File: src/rtl/seq_det_pkg.sv
// Shared defaults, overlap-mode encodings and the pattern-length clamp
// used by the serial sequence detector.
package seq_det_pkg;

  localparam int DEF_MAX_LEN = 8;
  localparam int DEF_LEN_W   = 4;
  localparam int DEF_CNT_W   = 16;

  localparam logic OVERLAP_ON  = 1'b1;
  localparam logic OVERLAP_OFF = 1'b0;

  // A requested length longer than the window is treated as the full window.
  function automatic int unsigned clamp_len(input int unsigned len,
                                            input int unsigned max_len);
    return (len > max_len) ? max_len : len;
  endfunction

endpackage

File: src/rtl/seq_match_window.sv
// Serial bit window, fill-level tracking and length-masked pattern compare.
// Produces the raw (unregistered) match for the bit currently presented.
module seq_match_window
  import seq_det_pkg::*;
#(
  parameter int MAX_LEN = DEF_MAX_LEN,
  parameter int LEN_W   = DEF_LEN_W
) (
  input  logic               clk,
  input  logic               rst_n,
  input  logic               d_in,
  input  logic               d_valid,
  input  logic               flush,
  input  logic               fill_clr,
  input  logic [MAX_LEN-1:0] pattern,
  input  logic [LEN_W-1:0]   len,
  output logic               raw_match,
  output logic [LEN_W-1:0]   fill_lvl
);

  logic [MAX_LEN-2:0] window_reg;
  logic [LEN_W-1:0]   fill_reg;
  logic [LEN_W-1:0]   fill_next;
  logic [MAX_LEN-1:0] cand;
  logic [MAX_LEN-1:0] mask;
  logic               cmp_ok;
  logic               fill_ok;

  // Candidate window includes the incoming bit so the flag can fire in the same cycle.
  assign cand = {window_reg, d_in};

  generate
    for (genvar gi = 0; gi < MAX_LEN; gi++) begin : g_mask
      assign mask[gi] = (LEN_W'(gi) < len);
    end
  endgenerate

  assign cmp_ok  = (((cand ^ pattern) & mask) == '0);
  assign fill_ok = (({1'b0, fill_reg} + (LEN_W+1)'(1)) >= {1'b0, len});

  assign raw_match = d_valid & ~flush & (len != '0) & fill_ok & cmp_ok;

  always_comb begin
    fill_next = fill_reg;
    if (flush) begin
      fill_next = '0;
    end else if (d_valid) begin
      if (fill_clr) begin
        fill_next = '0;
      end else if (fill_reg < len) begin
        fill_next = fill_reg + LEN_W'(1);
      end
    end
  end

  always_ff @(posedge clk or negedge rst_n) begin
    if (!rst_n) begin
      window_reg <= '0;
      fill_reg   <= '0;
    end else begin
      fill_reg <= fill_next;
      if (flush) begin
        window_reg <= '0;
      end else if (d_valid) begin
        window_reg <= cand[MAX_LEN-2:0];
      end
    end
  end

  assign fill_lvl = fill_reg;

endmodule

File: src/rtl/seq_detector_param.sv
// Runtime-programmable Mealy sequence detector: config shadow registers,
// overlap handling, registered flag and saturating match counter.
module seq_detector_param
  import seq_det_pkg::*;
#(
  parameter int MAX_LEN = DEF_MAX_LEN,
  parameter int LEN_W   = DEF_LEN_W,
  parameter int CNT_W   = DEF_CNT_W
) (
  input  logic               clk,
  input  logic               rst_n,
  input  logic               d_in,
  input  logic               d_valid,
  input  logic [MAX_LEN-1:0] cfg_pattern,
  input  logic [LEN_W-1:0]   cfg_len,
  input  logic               cfg_overlap,
  input  logic               cfg_load,
  input  logic               cnt_clr,
  output logic               det_mealy,
  output logic               det_reg,
  output logic [CNT_W-1:0]   match_cnt,
  output logic [LEN_W-1:0]   fill_lvl
);

  localparam logic [CNT_W-1:0] CNT_MAX = {CNT_W{1'b1}};

  logic [MAX_LEN-1:0] pattern_reg;
  logic [LEN_W-1:0]   len_reg;
  logic               overlap_reg;
  logic [LEN_W-1:0]   len_clamped;
  logic               raw_match;
  logic               fill_clr;
  logic               det_q_reg;
  logic [CNT_W-1:0]   cnt_reg;
  logic [CNT_W-1:0]   cnt_next;

  assign len_clamped = LEN_W'(clamp_len(32'(cfg_len), MAX_LEN));

  always_ff @(posedge clk or negedge rst_n) begin
    if (!rst_n) begin
      pattern_reg <= '0;
      len_reg     <= '0;
      overlap_reg <= OVERLAP_ON;
    end else if (cfg_load) begin
      pattern_reg <= cfg_pattern;
      len_reg     <= len_clamped;
      overlap_reg <= cfg_overlap;
    end
  end

  // Non-overlapping mode restarts the fill count so matched bits cannot seed the next hit.
  assign fill_clr = raw_match & (overlap_reg == OVERLAP_OFF);

  seq_match_window #(
    .MAX_LEN (MAX_LEN),
    .LEN_W   (LEN_W)
  ) u_window (
    .clk       (clk),
    .rst_n     (rst_n),
    .d_in      (d_in),
    .d_valid   (d_valid),
    .flush     (cfg_load),
    .fill_clr  (fill_clr),
    .pattern   (pattern_reg),
    .len       (len_reg),
    .raw_match (raw_match),
    .fill_lvl  (fill_lvl)
  );

  assign det_mealy = raw_match;

  always_comb begin
    cnt_next = cnt_reg;
    if (cfg_load || cnt_clr) begin
      cnt_next = '0;
    end else if (raw_match && (cnt_reg != CNT_MAX)) begin
      cnt_next = cnt_reg + CNT_W'(1);
    end
  end

  always_ff @(posedge clk or negedge rst_n) begin
    if (!rst_n) begin
      det_q_reg <= 1'b0;
      cnt_reg   <= '0;
    end else begin
      det_q_reg <= raw_match;
      cnt_reg   <= cnt_next;
    end
  end

  assign det_reg   = det_q_reg;
  assign match_cnt = cnt_reg;

endmodule

File: config.mk
export PLATFORM = sky130hd
export DESIGN_NAME = seq_detector_param
export DESIGN_NICKNAME = d
export VERILOG_FILES = /design/src/rtl/seq_det_pkg.sv /design/src/rtl/seq_match_window.sv /design/src/rtl/seq_detector_param.sv
export SDC_FILE = /design/constraint.sdc
export NUM_CORES = 1
export LEC_CHECK = 0
export BUFFER_PORTS_ARGS = -buffer_cell sky130_fd_sc_hd__buf_2
export CORE_MARGIN = 5
export CORE_UTILIZATION = 40
export DETAILED_ROUTE_END_ITERATION = 10
export PLACE_DENSITY_LB_ADDON = 0.25
export RECOVER_POWER = 100
export SLEW_MARGIN = 20
export SYNTH_ARGS = -nofsm -noshare
export SYNTH_HDL_FRONTEND = slang
export SYNTH_HIERARCHICAL = 1
export SYNTH_SLANG_ARGS = --single-unit
File: constraint.sdc
create_clock -name clk -period 5.15 [get_ports clk]
set_input_delay 0.7725 -clock clk [delete_from_list [all_inputs] [get_ports clk]]
set_output_delay 0.7725 -clock clk [all_outputs]
set_load 0.05 [all_outputs]
# == Yosys cells after proc, flatten, opt, wreduce, memory -nomap -nowiden ==
# Index checks and enable logic that the tools add are counted.
# W data, S select, Z words.
# word_totals
register_bits,41
in_bits,19
output_inout_bits,22
elab_cells,48
# classes
addsub,3
n_lt_le_gt_ge,11
n_eq_ne,1
n_mux,9
bitwise,9
reduce_logical,8
# ops
operator,n
$mux W16,2
$mux W4,5
$add A16 B1 Y16 const B,1
$lt A3 B4 Y1 const A,4
$ne A16 B16 Y1 const B,1
$mux W7,2
$and A8 B8 Y8,1
$logic_not A8 Y1,1
$lt A1 B4 Y1 const A,2
$lt A2 B4 Y1 const A,2
$xor A8 B8 Y8,1
$add A4 B1 Y5 const B,1
$and A1 B1 Y1,5
$ge A5 B4 Y1,1
$add A4 B1 Y4 const B,1
$gt A4 B4 Y1 const B,1
$lt A4 B4 Y1,1
$reduce_bool A2 Y1,2
$reduce_bool A4 Y1,1
$reduce_bool A3 Y1,1
$not A1 Y1,2
$reduce_and A2 Y1,1
$logic_and A1 B1 Y1,1
$logic_or A1 B1 Y1,1

# == Logic depth before layout (Yosys ltp) ==
# depth
depth_word,9
ltp_mapped,11
depth_no_buf,11

# == By module ==
# The synthesis kept the hierarchy.
# by_module_without_submodules
module,n_inst,cells_per_inst,area_per_inst_um2,seq_area_each_um2
seq_detector_param,1,136,1432.6,752.0
seq_match_window,1,95,887.1,275.3

# == Worst setup path after synthesis ==
# No wires, ideal clock.
# synth_timing
path_type,register to register
startpoint,"reg u_window.fill_reg[0], in the netlist u_window/fill_lvl[0]"
endpoint,"reg cnt_reg[12], in the netlist match_cnt[12]"
setup_time_ns,0.078
arrival_time_ns,5.014
required_ns,5.072
path_slack_ns,0.058
stages_incl_launch_ff,11
synth_period_minus_slack_ns,5.092
path_cell_list,dfrtp_1 ha_1 xor2_1 ha_1 o21ai_0 nor2_1 a311oi_1 nor4_1 o311ai_0 or4_2 a21oi_1
# synth_via
elab_chain_len,6
# synth_lines
item,line,text
"start, declared",seq_match_window.sv:22,logic [LEN_W-1:0] fill_reg;
"start signal, assigned",seq_match_window.sv:61,fill_reg <= fill_next;
$add A4 B1 Y5,seq_match_window.sv:39,"assign fill_ok = (({1'b0, fill_reg} + (LEN_W+1)'(1)) >= {1'b0, len});"
$ge A5 B4 Y1,seq_match_window.sv:39,
$and A1 B1 Y1 (2 in series),seq_match_window.sv:41,assign raw_match = d_valid & ~flush & (len != '0) & fill_ok & cmp_ok;
via det_mealy,seq_detector_param.sv:19,"output logic det_mealy,"
$logic_and A1 B1 Y1,seq_detector_param.sv:76,end else if (raw_match && (cnt_reg != CNT_MAX)) begin
$reduce_bool A2 Y1 (no source line),-,
"end signal, assigned",seq_detector_param.sv:87,cnt_reg <= cnt_next;
"end, declared",seq_detector_param.sv:34,logic [CNT_W-1:0] cnt_reg;
# The timed path passes the listed nets, and every way through them passes these cells.
# A chain may end at the register's enable or synchronous reset.

# == Worst setup path in the final report ==
# layout_timing
startpoint,"reg u_window.fill_reg[0], in the netlist u_window/fill_lvl[0]"
endpoint,out det_mealy
# layout_via
elab_chain_len,4
# layout_lines
item,line
$add A4 B1 Y5,seq_match_window.sv:39
$ge A5 B4 Y1,seq_match_window.sv:39
$and A1 B1 Y1 (2 in series),seq_match_window.sv:41
"end, declared",seq_detector_param.sv:19
# Every way passes these cells.

==> run summary <==
Vias per inst -> 5.45
Final TNS setup -> 0 ns
Dpl ws -> 1.51 ns
Rows -> 27
Power Density -> 254 nW/um^2
Ys async rst share -> 100%
CP top delay family -> simple AND/OR/NAND/NOR gates
Setup crit end kind -> primary output
CP max stage delay -> 0.84 ns
Post-Synthesis Cell Area -> 2320 sq um
Clock root cell -> clkbuf_8
Num CTS Buffers -> 5
Ant. Diodes -> 0
Worst vdd ir -> 113 uV
# IOs -> 41
Sequential power share -> 52.5%
Die W -> 86.2 um
DIE AREA -> 7420 sq um
Post-Syn Area per Cell -> 10.0 sq um
Antenna violations before repair -> 0
Yosys top cell by area -> dfrtp_1
Post CTS Setup Buffer Count -> 0
Routed Antenna Nets -> 0
Register area share after synthesis -> 44.3%
Final Hold Fails -> 0
Total global routing overflow -> 0
Part of the power in combinational logic -> 15.9%
Internal power -> 476 uW
Pre-antenna DRT Iters -> 4
Hold_buf cts -> 0
Worst Hold Slack -> 0.537 ns
Post-synthesis sequential element count -> 41
GRT Util Overall -> 14.4%
Post-route cell area -> 2630 sq um
Clk_lat worst skew -> 0.29 ns
Vias -> 1887
Max-cap violations -> 1
Critical Path Fanout Max -> 8
CP max-delay cell -> nor4_1
Area contributors post-synth -> dfrtp_1 (43%), ha_1 (5.4%), mux2_2 (4.9%)
Initial Util -> 41.6%
Area of the core -> 5570 sq um
TritonCTS clock tree -> done
Initial DRC count -> 62
Kind of critical path -> flip-flop to primary output
CP Buf/Inv Count -> 1
# H-tree levels -> 2
RSZ-0062 raised after global routing -> false
Dpl hpwl -> 3580 um
Die Ht -> 86.2 um
Fin crit period -> 3.91 ns
Mapped Cells -> 231
Setup-failing EPs final -> 0
Slew margin rel. -> -48.3%
CTS clk-pin slew, worst paths -> 0.08 ns
Post-synth EDFFs -> 0
First-pass GRT wire length -> 8630 um
Routed WL -> 5060 um
Ys flop type -> dfrtp_1
Mapped Nets -> 260
Status -> complete, but fails checks
# DRC -> 0
Switching power -> 193 uW
Switching share of power -> 28.8%
Area Growth Syn to Fin -> 13.5%
Fmax achieved -> 0.256 GHz
Placement Cell Area -> 2580 sq um
Clock Tree Buf Depth -> 2
Yosys cell types -> 52
Gpl congestion -> 0.804
Worst EP required -> 4.38 ns
Max reg flops -> 16
CTS resizes -> 0
Leak -> 1.10 nW
Cell chain of the critical path -> ha_1 -> xor2_1 -> ha_1 -> o21ai_0 -> nor2_1 -> a311oi_1 -> nor4_1 -> clkbuf_1
Data arrival, critical path -> 3.14 ns
Fin crit share -> 75.9%
Drt wl/cell -> 14.6 um
Final Total Pwr -> 669 uW
Nets -> 302
Largest net degree at the start of global routing -> 42
Worst-margin pin slew -> 2.22 ns
Port bufs -> 40
Top-area cell type share of the netlist area -> 43.1%
Share of cells above drive strength 1 -> 16.4%
Slew Limit Fails -> 42
Slack of the critical path -> 1.24 ns
Ys Warns -> 6
CTS Sinks -> 41
Skew final -> 0.00478 ns
Clock share of power -> 31.6%
CP startpoint kind -> flip-flop
HP Class -> flip-flop to flip-flop
Vias in the first global route -> 1767
Failing checks -> capacitance limit, slew limit
Most used cell along the critical path -> ha_1
==> kinds of logic (layout without fill, tap and decap cells) <==
family                     after synthesis  count (layout)  share of synthesized area [%]
buffers and inverters                   18              61                           3.45
adders and majority gates               10              10                           5.39
and+or+nand+nor                         87              87                           21.1
AOI/OAI and AO/OA                       45              45                           12.8
DFF                                     41              41                           44.3
xor gates and xnor gates                11              11                           4.15
muxes                                   19              19                           8.74
==> path summary, 6_finish.rpt <==
path                                      start                   end  slack [ns]  depth (start not counted)
max                        u_window/fill_lvl[0]             det_mealy        1.24                          8
min                              pattern_reg[4]        pattern_reg[4]        0.54                          1
max reg2reg                u_window/fill_lvl[0]         match_cnt[12]        1.45                         10
min reg2reg                      pattern_reg[4]        pattern_reg[4]        0.54                          1
max in group asynchronous                 rst_n  u_window/fill_lvl[3]        2.75                          1
min in group asynchronous                 rst_n        pattern_reg[6]        1.13                          1
==> layout make-up <==
type | instances | area (sq um)
clock inverters | 1 | 7.51
fillers | 575 | 2940
clock buffers | 7 | 76.3
repair buffers | 41 | 174
flip-flops and latches | 41 | 1030
well taps | 72 | 90.1
multi-input cells | 172 | 1210
inverters | 12 | 45.0
==> per-layer routing <==
| metal | up-vias | track usage (%) | routed length [um] |
|---|---|---|---|
| met2 | 36 | 23.3 | 2410 |
| met1 | 913 | 19.1 | 2390 |
| met5 | - | 0 | 0 |
| met4 | 0 | 4.46 | 35 |
| met3 | 4 | 3.36 | 226 |
| li1 | 934 | - | - |
==> placed cells by master (no fill, tap or decap), types with 3 or more instances in the layout <==
cell type  Yosys  routed
buf_2          1      16
a211oi_1       3       3
o31ai_1        3       3
nand2_1       18      18
nor2_1        16      16
dfrtp_1       40      40
nor4_1         4       4
inv_1         12      12
or3_1          7       7
clkbuf_8       0       5
xnor2_1        4       4
xor2_1         7       7
a21oi_1       13      13
nand3_1       15      15
o21ai_0        9       9
mux2i_1        9       9
clkbuf_1       2      27
o22ai_1        3       3
ha_1          10      10
mux2_2        10      10
nand4_1        5       5
==> power by group through the flow <==
stage               clock [mW]  sequential (mW)  combinational, mW
floorplan                    0            0.364             0.0692
global placement             0            0.357              0.107
finish                   0.211            0.351              0.107
detailed placement           0            0.358              0.109
CTS                      0.219            0.351              0.109
global route             0.229            0.354              0.121
==> cell usage after synthesis, drive strengths merged, types with 4 or more instances <==
| master | count |
|---|---|
| dfrtp | 40 |
| nand2 | 18 |
| nand3 | 16 |
| nor2 | 16 |
| a21oi | 13 |
| inv | 12 |
| ha | 10 |
| mux2 | 10 |
| o21ai | 10 |
| mux2i | 9 |
| or3 | 9 |
| xor2 | 7 |
| nand4 | 5 |
| buf | 4 |
| nor4 | 4 |
| xnor2 | 4 |
==> through the flow <==
step | utilization, % | cells
floorplan | - | 231
global placement | 46.3 | 338
detailed placement | 46.3 | 338
CTS | 47.8 | 346
global route | 47.2 | 346
finish | 47.2 | 346
Note: power is estimated with default switching activity, not from simulation.
